<file path="config.mk">
export PLATFORM = sky130hd
export DESIGN_NAME = ram_dp_clr
export DESIGN_NICKNAME = d
export VERILOG_FILES = /design/src/rtl/hack_mem_pkg.sv /design/src/rtl/ram_clr_seq.sv /design/src/rtl/ram_dp_clr.sv
export SDC_FILE = /design/constraint.sdc
export NUM_CORES = 1
export LEC_CHECK = 0
export BUFFER_PORTS_ARGS = -buffer_cell sky130_fd_sc_hd__buf_4
export CAP_MARGIN = 0
export CORE_MARGIN = 3
export CORE_UTILIZATION = 55
export DETAILED_ROUTE_END_ITERATION = 12
export GPL_TIMING_DRIVEN = 1
export MAX_ROUTING_LAYER = met4
export PLACE_DENSITY = 0.74
export SYNTH_ARGS = -nofsm -noshare
export SYNTH_HDL_FRONTEND = slang
export SYNTH_HIERARCHICAL = 1
export SYNTH_SLANG_ARGS = --single-unit
</file>
<file path="constraint.sdc">
create_clock -name clk -period 3.5 [get_ports clk]
set_clock_uncertainty 0.05 [all_clocks]
set_input_delay 0.525 -clock clk [delete_from_list [all_inputs] [get_ports clk]]
set_output_delay 0.525 -clock clk [all_outputs]
set_load 0.03 [all_outputs]
</file>
<file path="src/rtl/hack_mem_pkg.sv">
// Shared definitions for the Hack memory blocks: word size, default address
// width and the clear-sequencer state encoding.
package hack_mem_pkg;

    localparam int HACK_WORD      = 16;
    localparam int HACK_ADDR_BITS = 4;

    typedef enum logic [0:0] {
        IDLE  = 1'b0,
        CLEAR = 1'b1
    } clr_state_e;

endpackage : hack_mem_pkg

</file>
<file path="src/rtl/ram_clr_seq.sv">
// Clear sequencer: after reset it walks every address once, requesting a zero
// write per cycle, and holds busy high until the last word has been written.
module ram_clr_seq
    import hack_mem_pkg::*;
#(
    parameter int ADDR_BITS      = HACK_ADDR_BITS,
    parameter int CLEAR_ON_RESET = 1
) (
    input  logic                 clk_i,
    input  logic                 reset_i,
    output logic                 busy_o,
    output logic                 clr_we_o,
    output logic [ADDR_BITS-1:0] clr_addr_o
);

    localparam logic [ADDR_BITS-1:0] LAST_ADDR = {ADDR_BITS{1'b1}};
    localparam logic [ADDR_BITS-1:0] ADDR_ONE  = ADDR_BITS'(1);

    clr_state_e           state_q;
    logic [ADDR_BITS-1:0] clr_ptr_q;
    logic                 busy_q;

    // Clear FSM; termination is by compare with the last address, not by wrap
    always_ff @(posedge clk_i) begin
        if (reset_i) begin
            clr_ptr_q <= {ADDR_BITS{1'b0}};
            if (CLEAR_ON_RESET != 0) begin
                state_q <= CLEAR;
                busy_q  <= 1'b1;
            end else begin
                state_q <= IDLE;
                busy_q  <= 1'b0;
            end
        end else begin
            case (state_q)
                CLEAR: begin
                    clr_ptr_q <= clr_ptr_q + ADDR_ONE;
                    if (clr_ptr_q == LAST_ADDR) begin
                        state_q <= IDLE;
                        busy_q  <= 1'b0;
                    end else begin
                        state_q <= CLEAR;
                        busy_q  <= 1'b1;
                    end
                end
                IDLE: begin
                    state_q <= IDLE;
                    busy_q  <= 1'b0;
                end
                default: begin
                    state_q <= IDLE;
                    busy_q  <= 1'b0;
                end
            endcase
        end
    end

    assign busy_o     = busy_q;
    assign clr_we_o   = busy_q & ~reset_i;
    assign clr_addr_o = clr_ptr_q;

endmodule : ram_clr_seq

</file>
<file path="src/rtl/ram_dp_clr.sv">
// Hack RAM with legacy write/async-read port A, a registered read port B and a
// post-reset hardware clear that locks both ports out while it runs.
module ram_dp_clr
    import hack_mem_pkg::*;
#(
    parameter int WIDTH          = HACK_WORD,
    parameter int ADDR_BITS      = HACK_ADDR_BITS,
    parameter int CLEAR_ON_RESET = 1
) (
    input  logic                 clk,
    input  logic                 reset,
    input  logic [WIDTH-1:0]     in,
    input  logic [ADDR_BITS-1:0] addr,
    input  logic                 load,
    output logic [WIDTH-1:0]     out,
    input  logic [ADDR_BITS-1:0] rd_addr,
    input  logic                 rd_en,
    output logic [WIDTH-1:0]     rd_data,
    output logic                 rd_valid,
    output logic                 busy
);

    localparam int DEPTH = 2 ** ADDR_BITS;

    logic [WIDTH-1:0]     mem_q [DEPTH];
    logic                 seq_busy;
    logic                 clr_we;
    logic [ADDR_BITS-1:0] clr_addr;
    logic                 wr_en;
    logic [ADDR_BITS-1:0] wr_addr;
    logic [WIDTH-1:0]     wr_data;
    logic [WIDTH-1:0]     rd_data_q;
    logic [WIDTH-1:0]     rd_data_d;
    logic                 rd_valid_q;
    logic                 rd_valid_d;

    ram_clr_seq #(
        .ADDR_BITS      (ADDR_BITS),
        .CLEAR_ON_RESET (CLEAR_ON_RESET)
    ) u_clr_seq (
        .clk_i      (clk),
        .reset_i    (reset),
        .busy_o     (seq_busy),
        .clr_we_o   (clr_we),
        .clr_addr_o (clr_addr)
    );

    // Write-path mux: the clear engine owns the array while busy
    always_comb begin
        wr_en   = 1'b0;
        wr_addr = addr;
        wr_data = in;
        if (reset) begin
            wr_en = 1'b0;
        end else if (seq_busy) begin
            wr_en   = clr_we;
            wr_addr = clr_addr;
            wr_data = {WIDTH{1'b0}};
        end else begin
            wr_en = load;
        end
    end

    // Storage array, no reset: contents survive unless the clear engine runs
    always_ff @(posedge clk) begin
        if (wr_en) begin
            mem_q[wr_addr] <= wr_data;
        end
    end

    // Port B next state; a same-edge write to the read address is forwarded
    always_comb begin
        rd_valid_d = 1'b0;
        rd_data_d  = rd_data_q;
        if (reset) begin
            rd_valid_d = 1'b0;
            rd_data_d  = {WIDTH{1'b0}};
        end else if (seq_busy) begin
            rd_valid_d = 1'b0;
        end else if (rd_en) begin
            rd_valid_d = 1'b1;
            if (wr_en && (wr_addr == rd_addr)) begin
                rd_data_d = wr_data;
            end else begin
                rd_data_d = mem_q[rd_addr];
            end
        end else begin
            rd_valid_d = 1'b0;
        end
    end

    // Port B output registers
    always_ff @(posedge clk) begin
        rd_data_q  <= rd_data_d;
        rd_valid_q <= rd_valid_d;
    end

    assign out      = seq_busy ? {WIDTH{1'b0}} : mem_q[addr];
    assign rd_data  = rd_data_q;
    assign rd_valid = rd_valid_q;
    assign busy     = seq_busy;

endmodule : ram_dp_clr

</file>
* Word-level counts from Yosys, hierarchy flattened
Memories as Yosys holds them, arrays and structs flattened. A register that Yosys moved wholly into a read port is not among the register bits.
Cells that the tools add are included.
** Cells by class
- Add/sub/neg operators :: 1
- Equal/unequal tests :: 1
- Mux-type cells :: 12
- Bitwise logic cells :: 3
- Reduce and logical (&&, ||, !) cells :: 2
** Operators with widths (count)
- $mux 16 :: 3
- $mux 4 :: 2
- $mux 1 :: 6
- $add 4x1->4 const B :: 1
- $eq 4x4->1 const B :: 1
- $not 1->1 :: 2
- $pmux 1 s2 :: 1
- $reduce_and 2->1 :: 1
- $reduce_or 2->1 :: 1
- $and 1x1->1 :: 1
** Storage, ports and cells
- Register bits after elaboration :: 6
- Memory bits (writable) :: 256
- Input port bits :: 28
- Memories :: 1
** Memories
- mem_q :: depth 16, width 16, rd ports 2, clocked after Yosys merged registers in 1, wr ports 1, RTL line ram_dp_clr.sv:25 : logic [WIDTH-1:0] mem_q [DEPTH];

* Depth between registers and ports, before layout
Gate-level depths: netlist (run 1).
- Depth after elaboration :: 6
- Depth in mapped cells :: 8

* Cells and area by module
Netlist (run 1), hierarchy kept.
** Modules (own cells, without submodules)
- ram_dp_clr :: instances 1, cells an instance 712, area each 12856.1 µm², sequential area each 8027.7 µm²
- ram_clr_seq :: instances 1, cells an instance 21, area each 237.7 µm², sequential area each 100.1 µm²

* Worst setup path after synthesis (run 1)
OpenSTA, ideal clock, no wires.
- Kind :: input-to-output
- Start :: input port addr[0]
- End :: output port out[0]
- Data arrival time :: 2.389 ns
- Required time :: 2.925 ns
- Path slack :: 0.536 ns
- Cell stages on the path :: 6
- Buffers on the path :: 3
- Path through :: clkbuf_1 -> buf_4 -> buf_2 -> mux4_2 -> mux4_2 -> nor2b_1
** On the way
- Longest elaborated chain between the ends :: 2
** RTL lines
- start, declared :: RTL line ram_dp_clr.sv:13 : input logic [ADDR_BITS-1:0] addr,
- $mem_v2 16x16
- $mux 16 :: RTL line ram_dp_clr.sv:98 : assign out = seq_busy ? {WIDTH{1'b0}} : mem_q[addr];
- end, declared :: RTL line ram_dp_clr.sv:15 : output logic [WIDTH-1:0] out,
No other way between the ends.

* Worst setup path in the final report (run 1)
- Start :: input port addr[0]
- End :: output port out[8]
Same word-level chain as after synthesis.

==> flow_metrics.env, run 1 <==
export IMPL_status="finished clean"
export IMPL_cts_num_sinks=278
export IMPL_cell_internal_pwr_mw=5.581
export IMPL_slew_headroom=0.4491
export IMPL_firstDrtPassIters=5
export IMPL_row_count=55
export IMPL_ant_nets=0
export IMPL_grt_pass1_wl_um=52400
export IMPL_synth_area_leaders="edfxtp_1, mux4_2, mux2i_1, dfxtp_1, nor2_1"
export IMPL_yosysSeqAreaShare=0.6207
export IMPL_seq_power_share=0.513
export IMPL_maxSlewViolCount=0
export IMPL_drc=0
export IMPL_cts_tree="built"
export IMPL_final_layout_size_suffix_gt1_frac=0.3740
export IMPL_cts_root_buf="clkbuf_16"
export IMPL_via_per_inst=6.741
export IMPL_area_growth_synth_to_final_pct=15.02
export IMPL_detail_route_wl_per_cell_um=29.98
export IMPL_grt_max_degree=45
export IMPL_wirelength_um=34480
export IMPL_numPortBuffers=61
export IMPL_ioPinCount=62
export IMPL_via_count=7752
export IMPL_yosysMostFrequentCell="edfxtp_1"
export IMPL_power_switching_mw=1.591
export IMPL_synth_top_area_cell="edfxtp_1"
export IMPL_tns_ns=0
export IMPL_gp_congestion=0.8818
export IMPL_die_area_um2=25690
export IMPL_utilization=0.6553
export IMPL_arrival_ns=2.36
export IMPL_post_cts_resized=0
export IMPL_syn_inst=733
export IMPL_num_nets_final=844
export IMPL_critPathMaxFanout=44
export IMPL_cellPowerDensity_nw_per_um2=476.2
export IMPL_critical_path_startpoint_type="input pin"
export IMPL_setup_ws_ns=0.5662
export IMPL_syn_area_um2=13090
export IMPL_dpl_worst_slack_ns=0.5534
export IMPL_ctsHoldBuffers=0
export IMPL_antenna_found_initial=0
export IMPL_gr_total_overflow=0
export IMPL_ir_drop_uv=396.6
export IMPL_finalCritPeriodShare=0.8382
export IMPL_cts_setup_buffers=0
export IMPL_async_flop_share=0
export IMPL_p_clk_frac=0.408
export IMPL_grt_pass1_vias=8304
export IMPL_synth_top_area_frac=0.5871
export IMPL_yosys_warnings=6
export IMPL_hold_class="input pin to flop"
export IMPL_maxCapViolations=0
export IMPL_p_leak_nw=5.197
export IMPL_num_antenna_cells=0
export IMPL_path_clk_slew_ns=0.06
export IMPL_start_util=0.5697
export IMPL_holdWs_ns=0.2354
export IMPL_combPwrFrac=0.079
export IMPL_cp_end_kind="output pin"
export IMPL_worstMarginPinSlew_ns=0.8177
export IMPL_cts_buffer_depth=3
export IMPL_h_tree_depth=1
export IMPL_synth_seq_cells=278
export IMPL_clk_latency_ns=0.55
export IMPL_fmax_ghz=0.3409
export IMPL_hold_viol=0
export IMPL_grt_usage=0.2799
export IMPL_syn_nets=762
export IMPL_synth_ff_type="edfxtp_1"
export IMPL_cts_buffers=29
export IMPL_rsz0062_at_grt="no"
export IMPL_required_ns=2.92
export IMPL_syn_avg_cell_area_um2=17.86
export IMPL_core_area_um2=22980
export IMPL_hpwl_um=22130
export IMPL_synthTopCellsByCount="edfxtp_1, mux4_2, mux2i_1, nor2_1, nand2_1"
export IMPL_synth_edff_count=256
export IMPL_setup_viol=0
export IMPL_switching_share=0.2218
export IMPL_yosysUniqueCellTypes=43
export IMPL_die_w_um=160.3
export IMPL_die_y_um=160.3
export IMPL_drt_first_iter_violations=960
export IMPL_fin_crit_ns=2.934
export IMPL_criticalPathCategory="input pin to output pin"
## logic make-up (layout without fill, tap and decap cells)
logic type | after synthesis | in the layout | share of synthesized area
buffers and inverters | 76 | 180 | 0.02590
muxes | 181 | 181 | 0.2611
adders and majority gates | 1 | 1 | 0.0009554
DFF | 278 | 278 | 0.6207
and+or+nand+nor | 129 | 129 | 0.04740
xor gates and xnor gates | 4 | 4 | 0.002676
AOI/OAI and AO/OA | 64 | 64 | 0.04128
## worst paths after layout
| path | startpoint | to | slack (ns) | cells past startpoint |
|---|---|---|---|---|
| max | addr[0] | out[8] | 0.57 | 6 |
| min | reset | u_clr_seq/clr_addr_o[2]$_SDFFE_PP0P_ | 0.24 | 2 |
| max reg2reg | u_clr_seq/busy_o$_SDFF_PP1_ | rd_data[13]$_SDFFE_PP0P_ | 0.76 | 5 |
| min reg2reg | rd_data[10]$_SDFFE_PP0P_ | rd_data[10]$_SDFFE_PP0P_ | 0.43 | 2 |
## layout by cell type (no fill, tap or decap), drive strengths merged, types with 3 or more instances in the layout
cell        n
a221oi     16
nand2      36
a31oi       4
edfxtp    256
nor2       52
nand2b      3
clkinvlp    4
o221ai     16
o21ai       3
clkbuf     34
buf       109
nor2b      20
a21oi      18
mux4      128
dfxtp      22
clkinv     13
nor3b       6
mux2i      52
inv        18
## power by group through the flow
stage	clock (mW)	combinational (mW)	sequential [mW]
floorplan	0	0.397	3.74
CTS	2.95	0.567	3.68
global placement	0	0.545	3.74
detailed placement	0	0.563	3.75
global route	3.10	0.607	3.68
finish	2.93	0.570	3.68
## layout make-up
cell class	instances	area (um2)
Clock inverter	19	156.4
Multi-Input combinational cell	379	4667
Sequential cell	278	8128
Timing Repair Buffer	109	905.9
Tap cell	313	391.6
Fill cell	1543	7924
Clock buffer	34	744.5
Inverter	18	67.56
## critical path: stages
cell and delay, ns:
buf_4 0.12, buf_12 0.29, mux4_2 0.54, mux4_2 0.46, nor2b_1 0.17, buf_4 0.19
## layer usage
| metal | routed length [um] | GRT usage | up-vias | share of wire |
|---|---|---|---|---|
| li1 | - | - | 3186 | - |
| met3 | 3313 | 0.06577 | 94 | 0.096 |
| met5 | 0 | - | - | 0 |
| met4 | 1232 | 0.09980 | 0 | 0.036 |
| met1 | 13150 | 0.3696 | 3985 | 0.38 |
| met2 | 16790 | 0.4340 | 487 | 0.49 |
## metrics by stage
stage	instance area (um2)	total power, mW	instances
after detailed placement	14160	4.309	1097
after global routing	15060	7.381	1150
after floorplan	13090	4.135	733
final	15060	7.172	1150
after global placement	14160	4.288	1097
after CTS	15060	7.195	1150
## sequential cells by signal (all words and copies together) (netlist names)
register              count
u_clr_seq/clr_addr_o      4
mem_q                   256
u_clr_seq/busy_o          1
rd_data                  16
rd_valid                  1
Power figures use the tool's default switching activity.
==> inputs of run 2 (changes only) <==
- ABC_AREA: unset -> 1
- PLACE_DENSITY: 0.74 -> 0.73
- clock period: 3.5 -> 3 ns (I/O delays scaled with it)
==> run 2 against run 1 <==
- critical path depth increased by 3
- power increased by 22%
- final area increased by 9.0%
- first-iteration DRC count increased by 77%
- clock power increased by 23%
- non-clock buffer count increased by 9
- largest cell class unchanged
- highest routed layer unchanged
==> flow_metrics.env, run 2 <==
export IMPL_status="finished clean"
export IMPL_antenna_found_initial=0
export IMPL_dpl_cell_count=2053
export IMPL_tns_ns=0
export IMPL_synth_top_area_cell="edfxtp_1"
export IMPL_numPortBuffers=61
export IMPL_core_area_um2=25540
export IMPL_yosysUniqueCellTypes=27
export IMPL_cts_num_sinks=278
export IMPL_hpwl_um=27110
export IMPL_clk_latency_ns=0.56
export IMPL_maxCapViolations=0
export IMPL_worstMarginPinSlew_ns=0.7742
export IMPL_cp_end_kind="output pin"
export IMPL_criticalPathCategory="input pin to output pin"
export IMPL_fmax_ghz=0.3580
export IMPL_firstDrtPassIters=6
export IMPL_grt_pass1_vias=12200
export IMPL_post_cts_resized=0
export IMPL_wirelength_um=44210
export IMPL_syn_area_um2=14540
export IMPL_area_growth_synth_to_final_pct=12.94
export IMPL_synth_ff_type="edfxtp_1"
export IMPL_via_count=12700
export IMPL_fin_crit_ns=2.793
export IMPL_grt_usage=0.3170
export IMPL_critPathMaxFanout=35
export IMPL_fin_cells=2107
export IMPL_syn_avg_cell_area_um2=8.454
export IMPL_gr_total_overflow=0
export IMPL_cts_root_buf="clkbuf_16"
export IMPL_synthTopCellsByCount="nand2_1, nand3_1, edfxtp_1, inv_1, a21oi_1"
export IMPL_maxSlewViolCount=0
export IMPL_h_tree_depth=1
export IMPL_finalCritPeriodShare=0.9311
export IMPL_die_y_um=168.6
export IMPL_p_total_mw=8.774
export IMPL_critical_path_startpoint_type="input pin"
export IMPL_path_clk_slew_ns=0.06
export IMPL_setup_viol=0
export IMPL_row_count=58
export IMPL_ir_drop_uv=531.5
export IMPL_die_w_um=168.6
export IMPL_die_area_um2=28420
export IMPL_yosys_warnings=6
export IMPL_ioPinCount=62
export IMPL_p_leak_nw=7.032
export IMPL_top_register="mem_q"
export IMPL_cellPowerDensity_nw_per_um2=534.3
export IMPL_final_layout_size_suffix_gt1_frac=0.1187
export IMPL_hold_viol=0
export IMPL_required_ns=2.50
export IMPL_drc=0
export IMPL_synth_area_leaders="edfxtp_1, nand2_1, nand3_1, inv_1, a21oi_1"
export IMPL_async_flop_share=0
export IMPL_syn_inst=1720
export IMPL_syn_nets=1749
export IMPL_grt_pass1_wl_um=67810
export IMPL_utilization=0.6429
export IMPL_placement_cell_area_um2=15480
export IMPL_ant_nets=0
export IMPL_cts_buffers=29
export IMPL_dpl_worst_slack_ns=0.2897
export IMPL_final_area_um2=16420
export IMPL_synth_seq_cells=278
export IMPL_holdWs_ns=0.1808
export IMPL_detail_route_wl_per_cell_um=20.98
export IMPL_ctsHoldBuffers=0
export IMPL_rsz0062_at_grt="no"
export IMPL_num_nets_final=1783
export IMPL_grt_max_degree=103
export IMPL_layout_common_cells="nand2_1, nand3_1, edfxtp_1, inv_1, a21oi_1"
export IMPL_largest_reg_flops=256
export IMPL_slew_headroom=0.4839
export IMPL_synth_top_area_frac=0.5287
export IMPL_num_antenna_cells=0
export IMPL_start_util=0.5692
export IMPL_cts_buffer_depth=3
export IMPL_arrival_ns=2.29
export IMPL_hold_class="input pin to flop"
export IMPL_setup_ws_ns=0.2068
export IMPL_via_per_inst=6.025
export IMPL_cts_tree="built"
export IMPL_mostFrequentLayoutCell="nand2_1"
export IMPL_drt_first_iter_violations=1696
export IMPL_synth_edff_count=256
export IMPL_fillers=2081
export IMPL_cts_setup_buffers=0
export IMPL_gp_congestion=0.8865
export IMPL_yosysMostFrequentCell="nand2_1"
export IMPL_yosysSeqAreaShare=0.5590
run 2: path summary, 6_finish.rpt:
| check | end | depth (start not counted) | slack [ns] | start |
|---|---|---|---|---|
| setup / recovery | out[10] | 9 | 0.21 | addr[1] |
| hold / removal | rd_data[7]$_SDFFE_PP0P_ | 2 | 0.18 | reset |
| setup reg to reg | mem_q[14][5]$_DFFE_PP_ | 6 | 0.39 | u_clr_seq/busy_o$_SDFF_PP1_ |
| hold reg to reg | rd_data[6]$_SDFFE_PP0P_ | 2 | 0.42 | rd_data[6]$_SDFFE_PP0P_ |
run 2: final cells by class:
class,instances,area (um2),share of cell area
Clock inverter,17,188.9,0.01150
Multi-Input combinational cell,1085,5040,0.3069
Timing Repair Buffer,118,985.9,0.06004
Tap cell,330,412.9,0.02514
Sequential cell,278,8128,0.4949
Clock buffer,37,755.7,0.04602
Inverter,242,910.9,0.05547
run 2: per-layer routing:
layer / track usage / up-vias / routed length (um)
met5: - / - / 0
met4: 0.1654 / 0 / 2512
met3: 0.04577 / 177 / 4465
met2: 0.5006 / 779 / 20760
met1: 0.4016 / 5925 / 16470
li1: - / 5814 / -
run 2: where the power goes:
part | switching, mW | internal [mW]
combinational | 0.636 | 0.255
sequential | 0.0136 | 4.27
clock | 1.48 | 2.12
total | 2.13 | 6.64
run 2: logic make-up after synthesis:
logic type      count (synthesis)  synth area share
simple gates                  765            0.2329
buf+inv                       357           0.09715
compound gates                319            0.1101
flops                         278            0.5590
fa+ha+maj                       1         0.0008604
run 2: critical path: stages:
cell     delay [ns]
buf_4          0.22
inv_2          0.33
buf_12         0.31
a21oi_1        0.13
o21ai_0        0.11
nand3_1        0.09
nand3_1        0.08
a21oi_1        0.32
buf_4          0.23
